`src/rtl/scale_fifo_rd_arbiter.sv`:
```
// Round-robin burst arbiter draining N_SRC show-ahead FIFOs into one stream; optional stall abort via SCALE_ARB_TIMEOUT_EN.
// Latency: grant registered one cycle after a request is seen in IDLE; burst datapath is zero-latency.
// Backpressure: out_rdy drives the granted rd_en directly, so a stalled downstream leaves the word in its FIFO.
module scale_fifo_rd_arbiter #(
  parameter int N_SRC   = 4,
  parameter int DATA_W  = 32,
  parameter int SEL_W   = 2,
  parameter int LEN_W   = 8,
  parameter int TIMEOUT = 16
) (
  input  logic                    rd_clk,
  input  logic                    rd_rst,
  input  logic                    arb_en,
  input  logic [LEN_W-1:0]        burst_len,
  input  logic [N_SRC-1:0]        src_vld,
  input  logic [N_SRC*DATA_W-1:0] src_data,
  output logic [N_SRC-1:0]        src_en,
  output logic [DATA_W-1:0]       out_data,
  output logic                    out_vld,
  input  logic                    out_rdy,
  output logic                    out_last,
  output logic [SEL_W-1:0]        out_sel,
  output logic                    busy,
  output logic                    burst_done
`ifdef SCALE_ARB_TIMEOUT_EN
  ,
  output logic                    abort
`endif
);

  if (SEL_W != $clog2(N_SRC) || N_SRC < 2 || N_SRC > 8 || TIMEOUT < 1) begin : g_bad_param
    $error("scale_fifo_rd_arbiter: inconsistent parameters");
  end

  typedef enum logic {IDLE, BURST} state_t;

  state_t            state;
  logic [LEN_W-1:0]  len_q;
  logic [LEN_W-1:0]  beat_cnt;
  logic [SEL_W-1:0]  rr_ptr;
  logic              in_burst;
  logic              beat;
  logic              grant_hit;
  logic [SEL_W-1:0]  grant_idx;
  logic [SEL_W-1:0]  cand;
  logic [SEL_W-1:0]  next_ptr;
  logic [DATA_W-1:0] src_word [N_SRC];

  for (genvar i = 0; i < N_SRC; i++) begin : g_word
    assign src_word[i] = src_data[i*DATA_W +: DATA_W];
  end

  // First requester at or after rr_ptr, wrapping at N_SRC.
  always_comb begin
    grant_hit = 1'b0;
    grant_idx = '0;
    cand      = rr_ptr;
    for (int k = 0; k < N_SRC; k++) begin
      if (!grant_hit && src_vld[cand]) begin
        grant_hit = 1'b1;
        grant_idx = cand;
      end
      cand = (cand == SEL_W'(N_SRC-1)) ? '0 : cand + SEL_W'(1);
    end
  end

  assign in_burst = (state == BURST);
  assign out_vld  = in_burst & src_vld[out_sel];
  assign out_data = in_burst ? src_word[out_sel] : '0;
  assign out_last = in_burst & (beat_cnt == len_q - LEN_W'(1));
  assign beat     = out_vld & out_rdy;
  assign next_ptr = (out_sel == SEL_W'(N_SRC-1)) ? '0 : out_sel + SEL_W'(1);

  always_comb begin
    src_en = '0;
    if (in_burst) src_en[out_sel] = out_rdy;
  end

`ifdef SCALE_ARB_TIMEOUT_EN
  localparam int STALL_W = $clog2(TIMEOUT + 1);
  logic [STALL_W-1:0] stall_cnt;
`endif

  always_ff @(posedge rd_clk or posedge rd_rst) begin
    if (rd_rst) begin
      state      <= IDLE;
      out_sel    <= '0;
      len_q      <= LEN_W'(1);
      beat_cnt   <= '0;
      rr_ptr     <= '0;
      busy       <= 1'b0;
      burst_done <= 1'b0;
`ifdef SCALE_ARB_TIMEOUT_EN
      stall_cnt  <= '0;
      abort      <= 1'b0;
`endif
    end else begin
      burst_done <= 1'b0;
`ifdef SCALE_ARB_TIMEOUT_EN
      abort      <= 1'b0;
`endif
      if (state == IDLE) begin
        if (arb_en && grant_hit) begin
          state    <= BURST;
          out_sel  <= grant_idx;
          len_q    <= (burst_len == '0) ? LEN_W'(1) : burst_len;
          beat_cnt <= '0;
          busy     <= 1'b1;
`ifdef SCALE_ARB_TIMEOUT_EN
          stall_cnt <= '0;
`endif
        end
      end else begin
        if (beat) begin
          beat_cnt <= beat_cnt + LEN_W'(1);
`ifdef SCALE_ARB_TIMEOUT_EN
          stall_cnt <= '0;
`endif
          if (out_last) begin
            state      <= IDLE;
            busy       <= 1'b0;
            burst_done <= 1'b1;
            rr_ptr     <= next_ptr;
          end
        end
`ifdef SCALE_ARB_TIMEOUT_EN
        // The TIMEOUT-th consecutive empty cycle ends the burst without a last beat.
        else if (!src_vld[out_sel]) begin
          if (stall_cnt == STALL_W'(TIMEOUT-1)) begin
            state      <= IDLE;
            busy       <= 1'b0;
            burst_done <= 1'b1;
            abort      <= 1'b1;
            rr_ptr     <= next_ptr;
            stall_cnt  <= '0;
          end else begin
            stall_cnt  <= stall_cnt + STALL_W'(1);
          end
        end
`endif
      end
    end
  end

endmodule
```
`config.mk`:
```
export PLATFORM = sky130hd
export DESIGN_NAME = scale_fifo_rd_arbiter
export DESIGN_NICKNAME = d
export VERILOG_FILES = /design/src/rtl/scale_fifo_rd_arbiter.sv
export SDC_FILE = /design/constraint.sdc
export NUM_CORES = 1
export LEC_CHECK = 0
export BUFFER_PORTS_ARGS = -buffer_cell sky130_fd_sc_hd__buf_2
export CAP_MARGIN = 20
export CORE_ASPECT_RATIO = 1.1
export CORE_MARGIN = 4
export CORE_UTILIZATION = 40
export CTS_CLUSTER_DIAMETER = 60
export CTS_CLUSTER_SIZE = 10
export DETAILED_ROUTE_END_ITERATION = 6
export GPL_TIMING_DRIVEN = 0
export PLACE_DENSITY = 0.79
export SLEW_MARGIN = 20
export SYNTH_ARGS = -nofsm -noshare
export SYNTH_HDL_FRONTEND = slang
export SYNTH_SLANG_ARGS = --single-unit
```
`constraint.sdc`:
```
create_clock -name rd_clk -period 2.6 [get_ports rd_clk]
set_input_delay 0.26 -clock rd_clk [delete_from_list [all_inputs] [get_ports rd_clk]]
set_output_delay 0.26 -clock rd_clk [all_outputs]
set_load 0.05 [all_outputs]
```
==> results.txt, run 1 <==
The flow ran to the end, and the final reports show no timing, DRC or antenna violations. The ratio of routed vias to standard cells came out at approximately 5.5. The number of I/O port buffers came out at about 180.

The most repeated cell in the gate-level netlist after synthesis is mux4_2. The overall overflow remaining after global route came out at 0. The clock skew after layout came out at 6.110 ps. The power per unit of standard cell area came out at ~1300 nW/um^2. The number of instances in the synthesized netlist came out at approximately 260. The detail route stage leaves a number of antenna-violating nets equal to 0. The clock transition at the registers of the reported paths is about 90 ps. The initial utilization of the core area, before any placement, comes to 0.4188. The type of origin of the critical path is a flip-flop. The setup violation total in the final timing report is 0. The final wirelength came out at around 11000 um. The maximum ir drop on the vdd rail is 0.8904 mV.

The clock insertion delay at the later pin of the skew report came out at ~270 ps. Summed over all nets, the half-perimeter wirelength after detailed placement is 9065 um. The portion of synthesized area spent on multiplexers is 0.3155. After the last flow step, the layout net total stands at 604. The share of synthesized flip-flops with an asynchronous set or reset is 1.000.

For this block, the initial DRC count from the detailed router was roughly 170. The die span in y came out at approximately 93 um. The post-synth design cell area came out at ~2600 um^2.

The distinct cell type count of the synthesized netlist is 46. Of the total synthesized cell area, the portion taken by full adders, half adders and majority gates is 0.03337. The internal power summed over all cells is 0.001980 W. The cell chosen for the clock root is clkbuf_8. Ranked by instance count, the synthesized netlist is headed by mux4_2 (34), and2_1 (33), nand2_1 (25). The DRC violation count after routing came out at 0. The number of synthesized flops with an enable pin came out at 0. The startpoint identified for the worst register-to-register timing path is rr_ptr[0]$_DFFE_PP0P_. The routed design could run at a clock period as short as 2548 ps.

The combined global-route utilization of all metal layers is 0.2603. The endpoint identified for the worst register-to-register timing path is rr_ptr[1]$_DFFE_PP0P_. The initial antenna violation count came out at 1. The highest routing layer actually used is met4. STA puts the critical path data arrival time at 2290 ps. Entering global routing, the biggest net connects 24 pins.

Routability-driven placement finished with a final weighted congestion of around 0.95. During synthesis, Yosys emitted a total of 0 warnings. A synthesized cell averages roughly 10 um^2. The fraction of layout instances using a drive strength above 1 came out at 0.5531.

For this design the total switching power over the nets is 0.002824 W. Buffers inserted to repair hold after CTS numbered 0. The routed wire length per instance came out at between 15 and 20 um. The total of flip-flops plus latches after synthesis came out at 23. Of the total power, the share spent switching nets is 0.5879. Max-cap violations in this run came to 0. The met2 routed wirelength came out at just over 5000 um.

The reg-to-reg setup timing slack is 110 ps. The multi-input logic area is approximately 2000 um^2. STA classifies the critical path endpoint as a primary output.

The clock net in this run drives a total of 23 sinks. For this design the static power due to leakage is roughly 1.9 nW. Clock tree synthesis inserted a total of 3 buffers.

The via count of the first global-routing pass is between 2000 and 3000. The fraction of power consumed by combinational cells came out at 0.823. The post-route clock period utilization came out at 0.9800. Of the total synthesized cell area, the portion taken by XOR and XNOR cells is 0.05005. The area fraction in and, or, nand and nor cells after synthesis came out at 0.2178. By area the synthesized netlist is led by mux4_2 (29%), dfrtp_1 (21%), and2_1 (7.9%), xor2_1 (3.7%), nand2_1 (3.6%). The share of synthesized area in the top cell type comes to 0.2917. The first-pass GRT wire length is around 16000 um. The via total after detailed routing is 2951.

The transition time at the pin with the least slew margin came out at between 800 and 900 ps. After floorplanning, the core was divided into 30 placement rows. The H-tree depth reported by CTS came out at 1. The die covers slightly below 8000 um^2. From left edge to right edge, the die measures around 85 um.

The max-slew violation count is 0. The register share of total power came out at 0.130. The maximum fanout count along the critical path came out at 6. Counting along the longest clock path gives a buffer depth of 2. The area fraction in compound gates after synthesis came out at 0.1082. The classification of the worst-slack hold path is primary input to asynchronous set/reset pin. The total power after layout is between 0.004 and 0.005 W. The layout filler cell count came out at 559. The most used flip-flop cell after synthesis is dfrtp_1. The required time of the critical path is 2340 ps.

By startpoint and endpoint, the worst setup path is classified as flip-flop to primary output. The relative slew slack is 0.4267. The area overhead of the layout relative to synthesis is 44.23%. At the end of the flow the core is filled with cells to 0.6040. The number of nets produced by synthesis is slightly above 400.

The biggest area contributor in the post-synthesis netlist is mux4_2. The number of detailed-routing iterations run before antenna repair came out at 4. The final hold violation count is 0.

The CTS tree is built. The total routed wire length on the met1 layer is about 4600 um. The core region is about 6300 um^2. The share of the Yosys chip area taken by registers is 0.2197. After synthesis, the largest family of logic cells by area is multiplexers. Timing would allow up to 392.5 MHz. The cell depth of the worst flop-to-flop path is 7. The portion of total power attributed to the clock network is 0.047.

The I/O pin count is 186. The sequential cell area is around 580 um^2. The routed wire length on met3 is roughly 770 um.
[worst max-delay path by stage]
stage / from / to / slack [ps]
after floorplan: len_q[0]$_DFFE_PP1P_ / burst_done$_DFF_PP0_ / 110
after global placement: rr_ptr[0]$_DFFE_PP0P_ / rr_ptr[1]$_DFFE_PP0P_ / 90
after detailed placement: len_q[0]$_DFFE_PP1P_ / rr_ptr[1]$_DFFE_PP0P_ / 50
after CTS: len_q[0]$_DFFE_PP1P_ / out_last / 2
after global routing: len_q[0]$_DFFE_PP1P_ / out_last / -60
final: len_q[0]$_DFFE_PP1P_ / out_last / 50
[final cells by class]
| type | count | share of cell area |
|---|---|---|
| sequential | 23 | 0.1523 |
| antenna | 1 | 0.0006609 |
| clock buffer | 3 | 0.01091 |
| tap | 80 | 0.02644 |
| timing repair buffer | 186 | 0.2495 |
| clock inverter | 1 | 0.001322 |
| buffer | 24 | 0.03139 |
| multi-input combinational | 205 | 0.5175 |
| inverter | 10 | 0.009914 |
[power groups by stage]
stage          Combinational, W  Clock [W]  Sequential (W)
2_1_floorplan           0.00297          0        0.000668
3_3_place_gp            0.00377          0        0.000619
3_5_place_dp            0.00383          0        0.000628
4_1_cts                 0.00385   0.000229        0.000623
5_1_grt                 0.00420   0.000243        0.000642
6_report                0.00395   0.000228        0.000622
[stage by stage]
stage	TNS (ps)	std cells	setup slack, ps	area (um^2)	hold slack (ps)
finish	0	533	51.93	3786	148.6
floorplan	0	262	107.0	2640	261.2
CTS	0	529	2.452	3709	189.4
global route	-55.20	533	-55.20	3786	205.4
detailed placement	0	525	47.72	3656	465.8
global placement	0	525	87.06	3656	464.6
[routing by layer]
layer  vias up  global-route usage
met2       144              0.4320
met3        13             0.02224
met1      1430              0.3701
met5         -                   0
met4         0             0.05541
li1       1364                   -
[sequential cells by signal (all words and copies together), names as in the netlist]
register    count
burst_done      1
in_burst        1
beat_cnt        8
busy            1
out_sel         2
len_q           8
rr_ptr          2
[timing repair]
item                                    CTS  global route
pin swaps                                 1             3
resized for setup                         2            13
hold endpoints to repair                  0             0
buffers inserted                          0             3
cloned                                    0             0
endpoints found under the setup margin    1            34
[critical path: stages (launching register included)]
cell,delay (ps)
dfstp_2,550
inv_1,80
ha_4,190
o21ba_2,200
a221oi_2,270
a41oi_2,120
nor4_4,400
buf_6,210
[cell families after synthesis]
family	after synthesis
buffers and inverters	34
flip-flops	23
multiplexers	40
adder cells (fa/ha/maj)	7
AO/OA/AOI/OAI	35
XOR/XNOR	15
AND/OR/NAND/NOR	108
[cell usage in the layout (no fill, tap or decap), types with 5 or more instances in the layout]
master / instances
and2_1: 33
and3_1: 8
buf_2: 189
clkbuf_1: 9
dfrtp_1: 22
ha_1: 6
inv_1: 10
mux4_2: 34
nand2_1: 25
nand3_1: 5
nor2_1: 15
nor3_1: 5
o21ai_0: 9
xor2_1: 11
(Power assumes the default switching activity.)
==> run 2, diff against run 1 <==
ABC_AREA = 1   (was not set)
PLACE_DENSITY = 0.76   (was 0.79)
==> run 2 against run 1 <==
Compared with the run above:
- combinational power up 16%
- first-iteration DRC count down 5.4%
- register-to-register slack better by 370 ps
- clock-buffer cell count unchanged
- global-route usage down 0.98 points
- via count up 38%
- area after synthesis up 11%
- clock power about the same
- fmax up 3.7%
- critical path type unchanged
==> results.txt, run 2 <==
Status: complete, no violations (unchanged). The overall overflow remaining after global route is 0 (unchanged). The power per unit of standard cell area is 1323 nW/um^2 (was 1269 nW/um^2).

The CTS tree is built (unchanged). The initial antenna violation count came out at 1 (unchanged). The clock insertion delay at the later pin of the skew report came out at 260 ps (was 270 ps). The number of buffers added by the clock tree synthesis step is 3 (unchanged). The final design utilization is 0.5838 (was 0.6040).

The multi-input logic area came out at 2141 um^2 (was 1959 um^2). The dominant combinational cell family by area after synthesis is simple AND/OR/NAND/NOR gates (was multiplexers). The average footprint of a synthesized cell came out at 5.555 um^2 (was 10.02 um^2). The max-slew violation count is 0 (unchanged). The fraction of layout instances using a drive strength above 1 came to 0.3627 (was 0.5531).

The layout filler cell count is 731 (was 559). The first-iteration detailed-routing DRC count is 157 (was 166). The number of nets produced by synthesis is 676 (was 413).

The leakage component of the power is 2.276 nW (was 1.868 nW). The worst setup slack after placement came out at 316.4 ps (was 47.72 ps). The clock transition at the registers of the reported paths is 80 ps (was 90 ps). The via total after detailed routing is 4066 (was 2951). The most repeated cell in the gate-level netlist after synthesis is nor2_1 (was mux4_2). The die span in y is 97.56 um (was 92.97 um). The ratio of routed vias to standard cells came out at 5.083 (was 5.537).

The final hold violation count came out at 0 (unchanged). The area fraction in and, or, nand and nor cells after synthesis came out at 0.4251 (was 0.2178). The critical setup path kind is flip-flop to primary output (unchanged). The number of instances in the synthesized netlist came to 525 (was 262).

The setup violation total in the final timing report is 0 (unchanged). The minimum clock period came out at 2456 ps (was 2548 ps). The die area is 8723 um^2 (was 7924 um^2). The post-layout worst setup margin is 143.9 ps (was 51.93 ps).

The final wirelength came to 11630 um (was 10640 um). The post-detailed-route count of antenna-violating nets is 0 (unchanged). Commonest cells after routing, fill and taps aside: buf_2 (189), nor2_1 (160), nand2_1 (86) (was buf_2 (189), mux4_2 (34), and2_1 (33)). The xor/xnor cell area share of the yosys netlist is 0.02703 (was 0.05005). The distinct cell type count of the synthesized netlist is 34 (was 46). The transition time at the pin with the least slew margin came out at 889.3 ps (was 859.0 ps). The adder-cell share of the synthesized area was 0.03003 (was 0.03337). The fraction of synthesized area in multiplexers came out at 0 (was 0.3155).

The worst reg2reg path startpoint is rr_ptr[0]$_DFFE_PP0P_ (unchanged). The reported max-cap violation count is 0 (unchanged). The post-synth design cell area came to 2917 um^2 (was 2625 um^2).

The most frequent standard cell in the layout excluding fill and tap cells is buf_2 (unchanged). The standard-cell row count came out at 32 (was 30). The cell chosen for the clock root is clkbuf_8 (unchanged). The I/O pin count is 186 (unchanged). The area fraction in compound gates after synthesis is 0.2149 (was 0.1082).

The setup total negative slack was 0 ps (unchanged). The combined global-route utilization of all metal layers is 0.2505 (was 0.2603). The classification of the worst-slack hold path is primary input to asynchronous set/reset pin (unchanged). The via count of the first global-routing pass was 3732 (was 2964). The number of detailed-routing iterations run before antenna repair came out at 5 (was 4).

The initial core utilization came out at 0.4139 (was 0.4188). The first-pass GRT wire length came out at 17530 um (was 15820 um). The number of warnings printed during yosys synthesis came to 0 (unchanged). The total of flip-flops plus latches after synthesis came out at 23 (unchanged). The DRC violation count after routing is 0 (unchanged). The maximum ir drop on the vdd rail is 0.9469 mV (was 0.8904 mV). The maximum fanout count along the critical path is 10 (was 6). The area of the core was 7047 um^2 (was 6269 um^2). The buffer levels on the longest clock path is 2 (unchanged).

Cell types with the largest area share after synthesis: nor2_1 (21%), dfrtp_1 (19%), o21ai_0 (11%), nand2_1 (11%), a21oi_1 (6.7%) (was mux4_2 (29%), dfrtp_1 (21%), and2_1 (7.9%), xor2_1 (3.7%), nand2_1 (3.6%)). The detailed-placement wirelength estimate came out at 9710 um (was 9065 um). The type of origin of the critical path was a flip-flop (unchanged). The clock skew after layout came to 2.421 ps (was 6.110 ps). The final weighted congestion of routability-driven global placement was 0.8786 (was 0.9535). The met3 layer usage reported by global route is 0.04326 (was 0.02224).

The routed wire length per instance is 14.54 um (was 19.95 um). The number of I/O port buffers came out at 185 (was 183). The largest net degree at the start of global routing was 24 (unchanged). Regs by FF count: beat_cnt (8), len_q (8) (unchanged).

The area overhead of the layout relative to synthesis was 41.06% (was 44.23%). The layer with the highest usage after global routing is met2 (unchanged). The total number of nets in the final design is 866 (was 604). The required time of the critical path came out at 2340 ps (about the same). The number of sinks handled by clock tree synthesis is 23 (unchanged). The reg-to-reg setup timing slack came out at 480 ps (was 110 ps). The cell depth of the worst flop-to-flop path is 12 (was 7). The horizontal die dimension came out at 89.42 um (was 85.24 um). The register area share after synthesis was 0.1978 (was 0.2197). Post-synth top cells: nor2_1 (161), nand2_1 (86), o21ai_0 (67) (was mux4_2 (34), and2_1 (33), nand2_1 (25)). The achievable clock frequency came out at 407.2 MHz (was 392.5 MHz). The cell type with the highest aggregate area in the netlist is nor2_1 (was mux4_2).

The most used flip-flop cell after synthesis is dfrtp_1 (unchanged). The global-route met1 utilization was 0.2881 (was 0.3701). The kind of end point of the critical path is a primary output (unchanged). The H-tree depth reported by CTS came out at 1 (unchanged).

The number of buffers inserted by hold repair at cts is 0 (unchanged). The critical path data arrival time came out at 2200 ps (was 2290 ps). Setup repair after global routing left no endpoint under its margin. The relative slew slack is 0.4065 (was 0.4267). The post-route clock period utilization is 0.9447 (was 0.9800). The endpoint of the lowest-slack register-to-register path is out_sel[0]$_DFFE_PP0P_ (was rr_ptr[1]$_DFFE_PP0P_). The number of synthesized flops with an enable pin is 0 (unchanged). The met2 global-route usage is 0.4657 (was 0.4320). The sequential cell area came out at 576.8 um^2 (unchanged). The proportion of netlist area held by the largest area contributor came out at 0.2072 (was 0.2917). The share of synthesized flip-flops with an asynchronous set or reset came out at 1.000 (unchanged).
-- run 2: area by class of cell --
type / instances / share of cell area
Clock inverter: 1 / 0.001217
Inverter: 45 / 0.04167
Clock buffer: 3 / 0.01004
Tap cell: 85 / 0.02585
Buffer: 29 / 0.03437
Sequential cell: 23 / 0.1402
Antenna cell: 1 / 0.0006083
Multi-Input combinational cell: 428 / 0.5204
Timing Repair Buffer: 185 / 0.2257
-- run 2: logic make-up (layout without fill, tap and decap cells) --
family	Yosys count	after routing
simple gates	293	293
buf+inv	74	263
xor+xnor	9	9
compound gates	119	119
flops	23	23
other cells	0	1
fa+ha+maj	7	7
-- run 2: worst max-delay path, cell delays in order (launching register included) --
cell	delay (ps)
dfrtp_1	420
buf_2	190
buf_2	240
buf_2	250
nor2_1	70
nor2_1	150
o21ai_0	110
a21oi_1	190
buf_2	300
-- run 2: what timing repair did --
| item | 4_1_cts | 5_1_grt |
|---|---|---|
| setup buffers | 0 | 0 |
| endpoints found under the setup margin | 0 | 26 |
| gates resized for setup | 0 | 10 |
-- run 2: worst max path at each step --
stage,cells past startpoint,slack (ps),start,end
floorplan,7,110,out_sel[0]$_DFFE_PP0P_,out_data[0]
global placement,9,310,len_q[0]$_DFFE_PP1P_,out_last
detailed placement,9,320,len_q[0]$_DFFE_PP1P_,out_last
CTS,9,6,len_q[0]$_DFFE_PP1P_,out_last
global route,9,9,len_q[0]$_DFFE_PP1P_,out_last
finish,8,140,out_sel[0]$_DFFE_PP0P_,out_data[2]
-- run 2: report_power, final --
group          internal, W  total, W  switching (W)  leakage [nW]
Sequential        0.000487  0.000632       0.000145         0.291
Clock             0.000107  0.000226       0.000119        0.0255
Combinational      0.00128   0.00459        0.00330          1.96
Total              0.00188   0.00544        0.00357          2.28
-- run 2: metrics by stage --
stage	cell area (um^2)	std cells	power [W]	hold slack, ps
3_5_place_dp	4054	795	0.005202	486.7
6_report	4114	800	0.005445	172.5
3_3_place_gp	4054	795	0.005134	485.2
4_1_cts	4100	799	0.005442	211.5
5_1_grt	4114	800	0.005888	213.3
2_1_floorplan	3022	525	0.004178	261.2
-- run 2: routing by layer --
layer  share of wire  wire (um)
met1            0.38       4399
met2            0.51       5902
met3           0.091       1061
met4           0.023        265
met5               0          0
